**src/rtl/rca16_sched.sv**
```systemverilog
// rca16_sched: two-requester scheduler for one shared ripple-carry adder.
// A grant latches the winner's operands onto the adder drive. The scheduler
// then waits SETTLE cycles for the carry chain to ripple, captures the result
// and pulses the winner's ack for one cycle. Ties go round-robin.
module rca16_sched #(
  parameter int WIDTH  = 16,
  parameter int SETTLE = 4
) (
  input  logic             clk,
  input  logic             rst,
  input  logic             req0,
  input  logic             req1,
  input  logic [WIDTH-1:0] a0,
  input  logic [WIDTH-1:0] b0,
  input  logic [WIDTH-1:0] a1,
  input  logic [WIDTH-1:0] b1,
  input  logic             cin0,
  input  logic             cin1,
  output logic             ack0,
  output logic             ack1,
  output logic [WIDTH-1:0] sum_out,
  output logic             cout_out,
  output logic             busy,
  output logic [WIDTH-1:0] add_a,
  output logic [WIDTH-1:0] add_b,
  output logic             add_cin,
  input  logic [WIDTH-1:0] add_sum,
  input  logic             add_cout
);

  typedef enum logic [1:0] {
    ST_IDLE   = 2'd0,
    ST_SETTLE = 2'd1,
    ST_DONE   = 2'd2
  } state_t;

  // Counter starts at SETTLE-1 so the capture lands exactly SETTLE edges
  // after the grant edge.
  localparam logic [3:0] CNT_INIT = 4'(SETTLE - 1);

  state_t           state_reg;
  logic [3:0]       cnt_reg;
  logic             last_reg;   // requester granted most recently
  logic             sel_reg;    // requester owning the current operation
  logic             ack0_reg;
  logic             ack1_reg;
  logic             busy_reg;
  logic [WIDTH-1:0] sum_reg;
  logic             cout_reg;
  logic [WIDTH-1:0] add_a_reg;
  logic [WIDTH-1:0] add_b_reg;
  logic             add_cin_reg;

  logic grant_any;
  logic grant_sel;

  // Arbitration: a lone request wins outright; a tie goes to the requester
  // that was not served last.
  always_comb begin
    grant_any = req0 | req1;
    grant_sel = (req0 && req1) ? ~last_reg : req1;
  end

  // Scheduler FSM with registered outputs.
  always_ff @(posedge clk or posedge rst) begin
    if (rst) begin
      state_reg   <= ST_IDLE;
      cnt_reg     <= 4'd0;
      last_reg    <= 1'b1;      // pretend 1 went last so 0 wins the first tie
      sel_reg     <= 1'b0;
      ack0_reg    <= 1'b0;
      ack1_reg    <= 1'b0;
      busy_reg    <= 1'b0;
      sum_reg     <= '0;
      cout_reg    <= 1'b0;
      add_a_reg   <= '0;
      add_b_reg   <= '0;
      add_cin_reg <= 1'b0;
    end else begin
      case (state_reg)
        ST_IDLE: begin
          if (grant_any) begin
            sel_reg     <= grant_sel;
            last_reg    <= grant_sel;
            add_a_reg   <= grant_sel ? a1 : a0;
            add_b_reg   <= grant_sel ? b1 : b0;
            add_cin_reg <= grant_sel ? cin1 : cin0;
            cnt_reg     <= CNT_INIT;
            busy_reg    <= 1'b1;
            state_reg   <= ST_SETTLE;
          end
        end
        ST_SETTLE: begin
          if (cnt_reg != 4'd0) begin
            cnt_reg <= cnt_reg - 4'd1;
          end else begin
            sum_reg   <= add_sum;
            cout_reg  <= add_cout;
            ack0_reg  <= ~sel_reg;
            ack1_reg  <= sel_reg;
            state_reg <= ST_DONE;
          end
        end
        ST_DONE: begin
          ack0_reg  <= 1'b0;
          ack1_reg  <= 1'b0;
          busy_reg  <= 1'b0;
          state_reg <= ST_IDLE;
        end
        default: begin
          ack0_reg  <= 1'b0;
          ack1_reg  <= 1'b0;
          busy_reg  <= 1'b0;
          state_reg <= ST_IDLE;
        end
      endcase
    end
  end

  assign ack0     = ack0_reg;
  assign ack1     = ack1_reg;
  assign busy     = busy_reg;
  assign sum_out  = sum_reg;
  assign cout_out = cout_reg;
  assign add_a    = add_a_reg;
  assign add_b    = add_b_reg;
  assign add_cin  = add_cin_reg;

endmodule

```
**config.mk**
```make
export PLATFORM = sky130hd
export DESIGN_NAME = rca16_sched
export DESIGN_NICKNAME = d
export VERILOG_FILES = /design/src/rtl/rca16_sched.sv
export SDC_FILE = /design/constraint.sdc
export NUM_CORES = 1
export LEC_CHECK = 0
export ABC_AREA = 1
export CAP_MARGIN = 40
export CORE_UTILIZATION = 40
export DETAILED_ROUTE_END_ITERATION = 10
export PLACE_DENSITY = 0.88
export SYNTH_ARGS = -nofsm -noshare
export SYNTH_HDL_FRONTEND = slang
export SYNTH_SLANG_ARGS = --single-unit
```
**constraint.sdc**
```tcl
create_clock -name clk -period 2.2 [get_ports clk]
set_input_delay 0.44 -clock clk [delete_from_list [all_inputs] [get_ports clk]]
set_output_delay 0.44 -clock clk [all_outputs]
set_load 0.1 [all_outputs]
```
==> results.txt, run 1 <==
----------------------------------------------------
[Timing]
  Worst max-slew margin expressed relative to the limit ... 0.7205
  Period Utilization, post-route ... 0.6933
  Worst Skew ... between 0.004 and 0.005 ns
  Unrepaired setup endpoints after global routing ... false
  Maximum achievable frequency ... between 600 and 700 MHz
  Final setup violation count ... 0
  Min Clock Period, post-route ... 1.525 ns
  Setup tns final ... 0 ns
  Slew Limit Fails ... 0
  Transition time at the pin with the least slew margin ... around 0.42 ns
  Final Hold Fails ... 0

[Synthesis]
  Part of the Yosys area used for sequential elements ... 0.5466
  Synth top area cells ... dfrtp_1, nand3_1, nand2_1
  Avg Inst Size Synth ... around 9 um^2
  Post-synthesis xor/xnor area fraction ... 0.003133
  Simple-Gate Fraction of Synth Area ... 0.2793
  Synthesized net count ... between 400 and 500
  Share of synthesized area spent on multiplexers ... 0
  Main combinational cell family by area after synthesis ... simple AND/OR/NAND/NOR gates
  Syn. warnings ... 0
  Adder-cell share of the synthesized area ... 0.008953
  Area of the mapped netlist ... roughly 2800 um^2
  Synthesized-area fraction occupied by ao, oa, aoi and oai cells ... 0.1034
  Mapped Cells ... 312
  Flip-flop and latch count after synthesis ... 61
  Area share of the largest cell type after synthesis ... 0.5372
  Cell type contributing the most total cell area after synthesis ... dfrtp_1
  Distinct cell type count after synthesis ... 22

[Clock tree]
  Clock-pin slew reported for the worst setup and hold paths after clock tree synthesis ... roughly 0.060 ns
  Clock latency on the worst-skew pair ... between 0.3 and 0.4 ns
  Hold-fix buffers at CTS ... 0
  Master cell of the clock root buffer ... clkbuf_8
  Post_cts resized ... 0
  Number of setup buffers added after CTS ... 0
  CTS tree ... done
  TritonCTS Buffers ... 9
  CTS sink cnt ... roughly 60
  Worst-case clock buffer depth ... 2
  Number of levels in the clock H-tree ... 3

[Floorplan]
  DIE HEIGHT ... 85.60 um
  Cell Rows ... 30
  Area of the die ... 7327 um^2
  Top-level I/O count ... 140
  Floorplan Core Area ... just under 7000 um^2
  Initial core utilization ... 0.4137
  Die Wd ... 85.60 um

[Route]
  Wire length reported by the detailed router ... about 7300 um
  Routed wire length per instance ... around 14 um
  First-pass DRT Iterations ... 4
  Iter 0 DRT Violations ... around 150
  Per-cell via count in the routed design ... between 5 and 6
  DRC viols ... 0
  Total number of vias ... about 2700
  Number of nets still failing antenna checks after routing ... 0

[Layout]
  Share of post-route cells with drive strength above 1 ... 0.1872
  Layout-stage area growth over the synthesis result ... 54.70%
  Highest-count cells in the layout ignoring fill and taps ... nand2_1, clkdlybuf4s50_1, nand3_1, dfrtp_1, buf_4
  Antenna diode count ... 0
  Most common cell after layout, fill and taps aside ... nand2_1
  Layout filler cell count ... 578
  Post-layout net count ... between 500 and 600

[Setup path]
  Minimum setup slack among reg-to-reg paths ... about 0.74 ns
  Worst reg2reg path startpoint ... state_reg[1]$_DFFE_PP0P_
  Number of cells on the worst reg-to-reg path ... 6
  Peak fanout along the critical path ... 26
  Worst EP arrival ... 1.75 ns
  Startpoint-to-endpoint class of the critical path ... input port to flip-flop
  Worst setup SP type ... input port
  Setup crit end kind ... flip-flop
  Data required time of the critical path ... roughly 2.4 ns
  R2r endpoint ... add_b[3]$_DFFE_PP0P_

[Global routing]
  Via count of the first global-routing pass ... around 2600
  Total grt overflow ... 0
  Number of antenna violations at the first check in global routing ... 0
  Wire length of the first global-routing pass ... 11990 um
  Total global routing track utilization ... 0.2079
  Largest net degree at the start of global routing ... 45

[Job]
  Number of max-cap violations ... 0

[Placement]
  Number of buffers added on ports ... between 100 and 150
  Detailed placer's ending HPWL ... between 5000 and 6000 um
  RD Place Congestion ... 0.7776

[Worst hold path]
  Hold Path Class ... input port to asynchronous set/reset pin

[Status]
  Result of the run ... complete, no violations

----------------------------------------------------
metrics by stage:
stage	area, um^2	hold slack, ns	std cells	worst slack, ns	util
CTS	4324	0.4205	534	0.6853	0.6400
global placement	4114	0.4558	518	0.3997	0.6089
finish	4324	0.4187	534	0.6747	0.6400
detailed placement	4114	0.4649	518	0.3392	0.6089
floorplan	2795	0.4378	312	0.2486	-
global route	4324	0.4493	534	0.6065	0.6400
critical path, cell delays in order:
cell and delay, ns:
clkdlybuf4s50_1 0.57, o21ai_4 0.11, inv_2 0.08, buf_4 0.28
nand3_1 0.13, o21a_1 0.12
routing by layer:
| metal | vias to the layer above | global-route usage | part of all wire | wire, um |
|---|---|---|---|---|
| met2 | 89 | 0.3644 | 0.51 | 3682 |
| met1 | 1267 | 0.2484 | 0.42 | 3073 |
| met4 | 0 | 0.06818 | 0.013 | 91 |
| li1 | 1312 | - | - | - |
| met5 | - | 0 | 0 | 0 |
| met3 | 12 | 0.05582 | 0.059 | 432 |
logic make-up after synthesis:
logic type,count (synthesis)
adders and majority gates,2
DFF,61
buffers and inverters,29
and+or+nand+nor,180
AOI/OAI and AO/OA,39
xor gates and xnor gates,1
synthesized netlist by cell type:
library cell   n
nor2_4         1
clkbuf_1       5
buf_4          5
nand2_2        1
nor2_2         1
nand2_1       96
ha_1           2
o21ai_4        1
inv_1          6
dfstp_2        1
buf_1          1
buf_6          4
dfrtp_1       60
o21ai_0        4
buf_2          5
o21a_1        33
xor2_1         1
nand3_1       72
nand4_1        1
nor2_1         8
inv_2          3
o21ai_1        1
final cells by class:
class / count / area [um^2] / area share
clock buffers: 12 / 165.2 / 0.03819
clock inverters: 4 / 45.04 / 0.01042
inverters: 9 / 33.78 / 0.007812
multi-input cells: 222 / 1104 / 0.2552
flip-flops and latches: 61 / 1528 / 0.3533
well taps: 80 / 100.1 / 0.02315
repair buffers: 146 / 1349 / 0.3119
how the worst max path moves through the flow:
stage,startpoint,endpoint,slack (ns),cells past startpoint
CTS,req1,add_b[3]$_DFFE_PP0P_,0.69,6
detailed placement,req1,add_b[3]$_DFFE_PP0P_,0.34,6
global route,cnt_reg[0]$_DFFE_PP0P_,cout_out$_DFFE_PP0P_,0.61,6
floorplan,rst,ack0$_DFFE_PP0P_,0.25,1
finish,req1,add_b[3]$_DFFE_PP0P_,0.67,6
global placement,req1,add_a[1]$_DFFE_PP0P_,0.40,5
Power of run 1 is not shown: default switching activity piles up to over one toggle a cycle in this logic, so the estimate is an artifact.
==> run 2: changes to the inputs <==
==> constraint.sdc (replaced) <==
create_clock -name clk -period 1.55 [get_ports clk]
set_input_delay 0.31 -clock clk [delete_from_list [all_inputs] [get_ports clk]]
set_output_delay 0.31 -clock clk [all_outputs]
set_load 0.1 [all_outputs]
==> results.txt, run 2 (synthesis results as in run 1) <==
----------------------------------------------------
[Timing]
  Slew Limit Fails ... 0 (unchanged)
  Worst Slack Setup Final ... 0.1430 ns (was 0.6747 ns)
  Unrepaired setup endpoints after global routing ... false (unchanged)
  Min Clock Period, post-route ... ~1.4 ns
  Worst max-slew margin expressed relative to the limit ... 0.7649 (was 0.7205)
  Worst Skew ... 0.006494 ns (was 0.004399 ns)
  Final setup violation count ... 0 (unchanged)
  Hold slack ... 0.3160 ns (was 0.4187 ns)
  Transition time at the pin with the least slew margin ... 0.3520 ns (was 0.4186 ns)
  Final Hold Fails ... 0 (unchanged)
  Period Utilization, post-route ... 0.9077
  Maximum achievable frequency ... approximately 710 MHz

[Floorplan]
  Floorplan Core Area ... 6756 um^2 (unchanged)
  Cell Rows ... 30 (unchanged)
  Area of the die ... 7327 um^2 (unchanged)
  Die Wd ... 85.60 um (unchanged)
  Initial core utilization ... 0.4137 (unchanged)
  Top-level I/O count ... 140 (unchanged)
  DIE HEIGHT ... 85.60 um (unchanged)

[Layout]
  Most common cell after layout, fill and taps aside ... nand2_1 (unchanged)
  Share of post-route cells with drive strength above 1 ... 0.2013 (was 0.1872)
  Highest-count cells in the layout ignoring fill and taps ... nand2_1, clkdlybuf4s50_1, nand3_1, dfrtp_1, buf_12 (was nand2_1, clkdlybuf4s50_1, nand3_1, dfrtp_1, buf_4)
  Layout filler cell count ... 448 (was 578)
  Antenna diode count ... 0 (unchanged)
  Area used by sequential logic in the layout ... 1528 um^2 (unchanged)
  Multi-input gate area in the final layout ... 1109 um^2 (was 1104 um^2)
  Post-layout net count ... 546 (was 538)
  Layout-stage area growth over the synthesis result ... 81.96% (was 54.70%)

[Status]
  Result of the run ... complete, no violations (unchanged)

[Setup path]
  Setup crit end kind ... flip-flop (unchanged)
  Startpoint-to-endpoint class of the critical path ... flip-flop to flip-flop (was input port to flip-flop)
  Most frequent cell on the critical path ... nand2_1
  Peak fanout along the critical path ... 17 (was 26)
  Top Family by Delay on Critical Path ... flip-flops (was buffers and inverters)
  Longest individual stage delay on the worst path ... 0.40 ns (was 0.57 ns)
  Data required time of the critical path ... 1.76 ns (was 2.42 ns)
  Worst EP arrival ... 1.62 ns (was 1.75 ns)
  Critical-path cell with the highest stage delay ... dfrtp_1 (was clkdlybuf4s50_1)
  Worst setup SP type ... flip-flop (was input port)
  Critical-path cell list ... inv_1 > ha_1 > nand3_2 > buf_4 > nand2_1 > nand2_1 (was clkdlybuf4s50_1 > o21ai_4 > inv_2 > buf_4 > nand3_1 > o21a_1)
  Total buffers and inverters traversed by the critical path ... 2 (was 3)

[Route]
  Iter 0 DRT Violations ... 98 (was 148)
  Per-cell via count in the routed design ... 5.103 (was 5.019)
  Top sig layer ... met4 (unchanged)
  DR WL met2 ... 4328 um (was 3682 um)
  Met3 routed wirelength ... 390 um (was 432 um)
  First-pass DRT Iterations ... 5 (was 4)
  Routed wire length per instance ... 14.84 um (was 13.63 um)
  Wire length reported by the detailed router ... 8044 um (was 7280 um)
  Number of nets still failing antenna checks after routing ... 0 (unchanged)
  Total number of vias ... 2766 (was 2680)
  Post-route met1 wirelength ... 3153 um (was 3073 um)
  DRC viols ... 0 (unchanged)

[Placement]
  Worst Setup Slack post-DPL ... -0.1020 ns (was 0.3392 ns)
  Number of buffers added on ports ... 139 (unchanged)
  RD Place Congestion ... 0.8215 (was 0.7776)
  Detailed placer's ending HPWL ... 6127 um (was 5206 um)

[Clock tree]
  Number of setup buffers added after CTS ... 0 (unchanged)
  Clock-pin slew reported for the worst setup and hold paths after clock tree synthesis ... 0.07 ns (was 0.06 ns)
  Number of levels in the clock H-tree ... 3 (unchanged)
  Worst-case clock buffer depth ... 2 (unchanged)
  Post_cts resized ... 0 (unchanged)
  CTS sink cnt ... 61 (unchanged)
  Master cell of the clock root buffer ... clkbuf_8 (unchanged)
  Hold-fix buffers at CTS ... 0 (unchanged)
  CTS tree ... done (unchanged)
  TritonCTS Buffers ... 9 (unchanged)
  Clock latency on the worst-skew pair ... 0.32 ns (was 0.33 ns)

[Global routing]
  Wire length of the first global-routing pass ... 13230 um (was 11990 um)
  Total global routing track utilization ... 0.2357 (was 0.2079)
  Total grt overflow ... 0 (unchanged)
  Number of antenna violations at the first check in global routing ... 0 (unchanged)
  Largest net degree at the start of global routing ... 34 (was 45)
  Via count of the first global-routing pass ... 2797 (was 2582)

[Worst hold path]
  Hold Path Class ... input port to asynchronous set/reset pin (unchanged)

[Job]
  Number of max-cap violations ... 0 (unchanged)

----------------------------------------------------
-- run 2: layout make-up --
type | count | area share
clock inverter | 4 | 0.01378
tap | 80 | 0.01968
sequential | 61 | 0.3004
inverter | 9 | 0.007872
clock buffer | 12 | 0.03050
timing repair buffer | 154 | 0.4098
multi-input combinational | 222 | 0.2180
-- run 2: worst register-to-register path, stage by stage, from the launching register on --
cell	delay [ns]
dfrtp_1	0.40
inv_1	0.13
ha_1	0.21
nand3_2	0.16
buf_4	0.25
nand2_1	0.09
nand2_1	0.06
-- run 2: metal layers --
layer	global-route usage	vias up
met5	0	-
met4	0.1061	0
met3	0.05005	17
met2	0.4196	100
met1	0.2731	1324
li1	-	1325
-- run 2: worst paths after layout --
kind	startpoint	cells past startpoint	slack, ns	end
worst min-delay path	rst	2	0.32	cout_out$_DFFE_PP0P_
max in group asynchronous	rst	3	0.74	last_reg$_DFFE_PP1P_
worst min register to register	sel_reg$_DFFE_PP0P_	1	0.48	ack0$_DFFE_PP0P_
worst max-delay path	cnt_reg[0]$_DFFE_PP0P_	6	0.14	sum_out[1]$_DFFE_PP0P_
min in group clk	sel_reg$_DFFE_PP0P_	1	0.48	ack0$_DFFE_PP0P_
worst max register to register	cnt_reg[0]$_DFFE_PP0P_	6	0.14	sum_out[1]$_DFFE_PP0P_
-- run 2: metrics by stage --
stage | instances | cell area (um^2) | utilization | TNS [ns]
after floorplan | 312 | 2799 | - | 0
after global routing | 542 | 5086 | 0.7528 | 0
after detailed placement | 526 | 4853 | 0.7183 | -2.278
after CTS | 542 | 5079 | 0.7517 | 0
final | 542 | 5086 | 0.7528 | 0
after global placement | 526 | 4853 | 0.7183 | -0.7382
Power of run 2 is left out for the same reason.
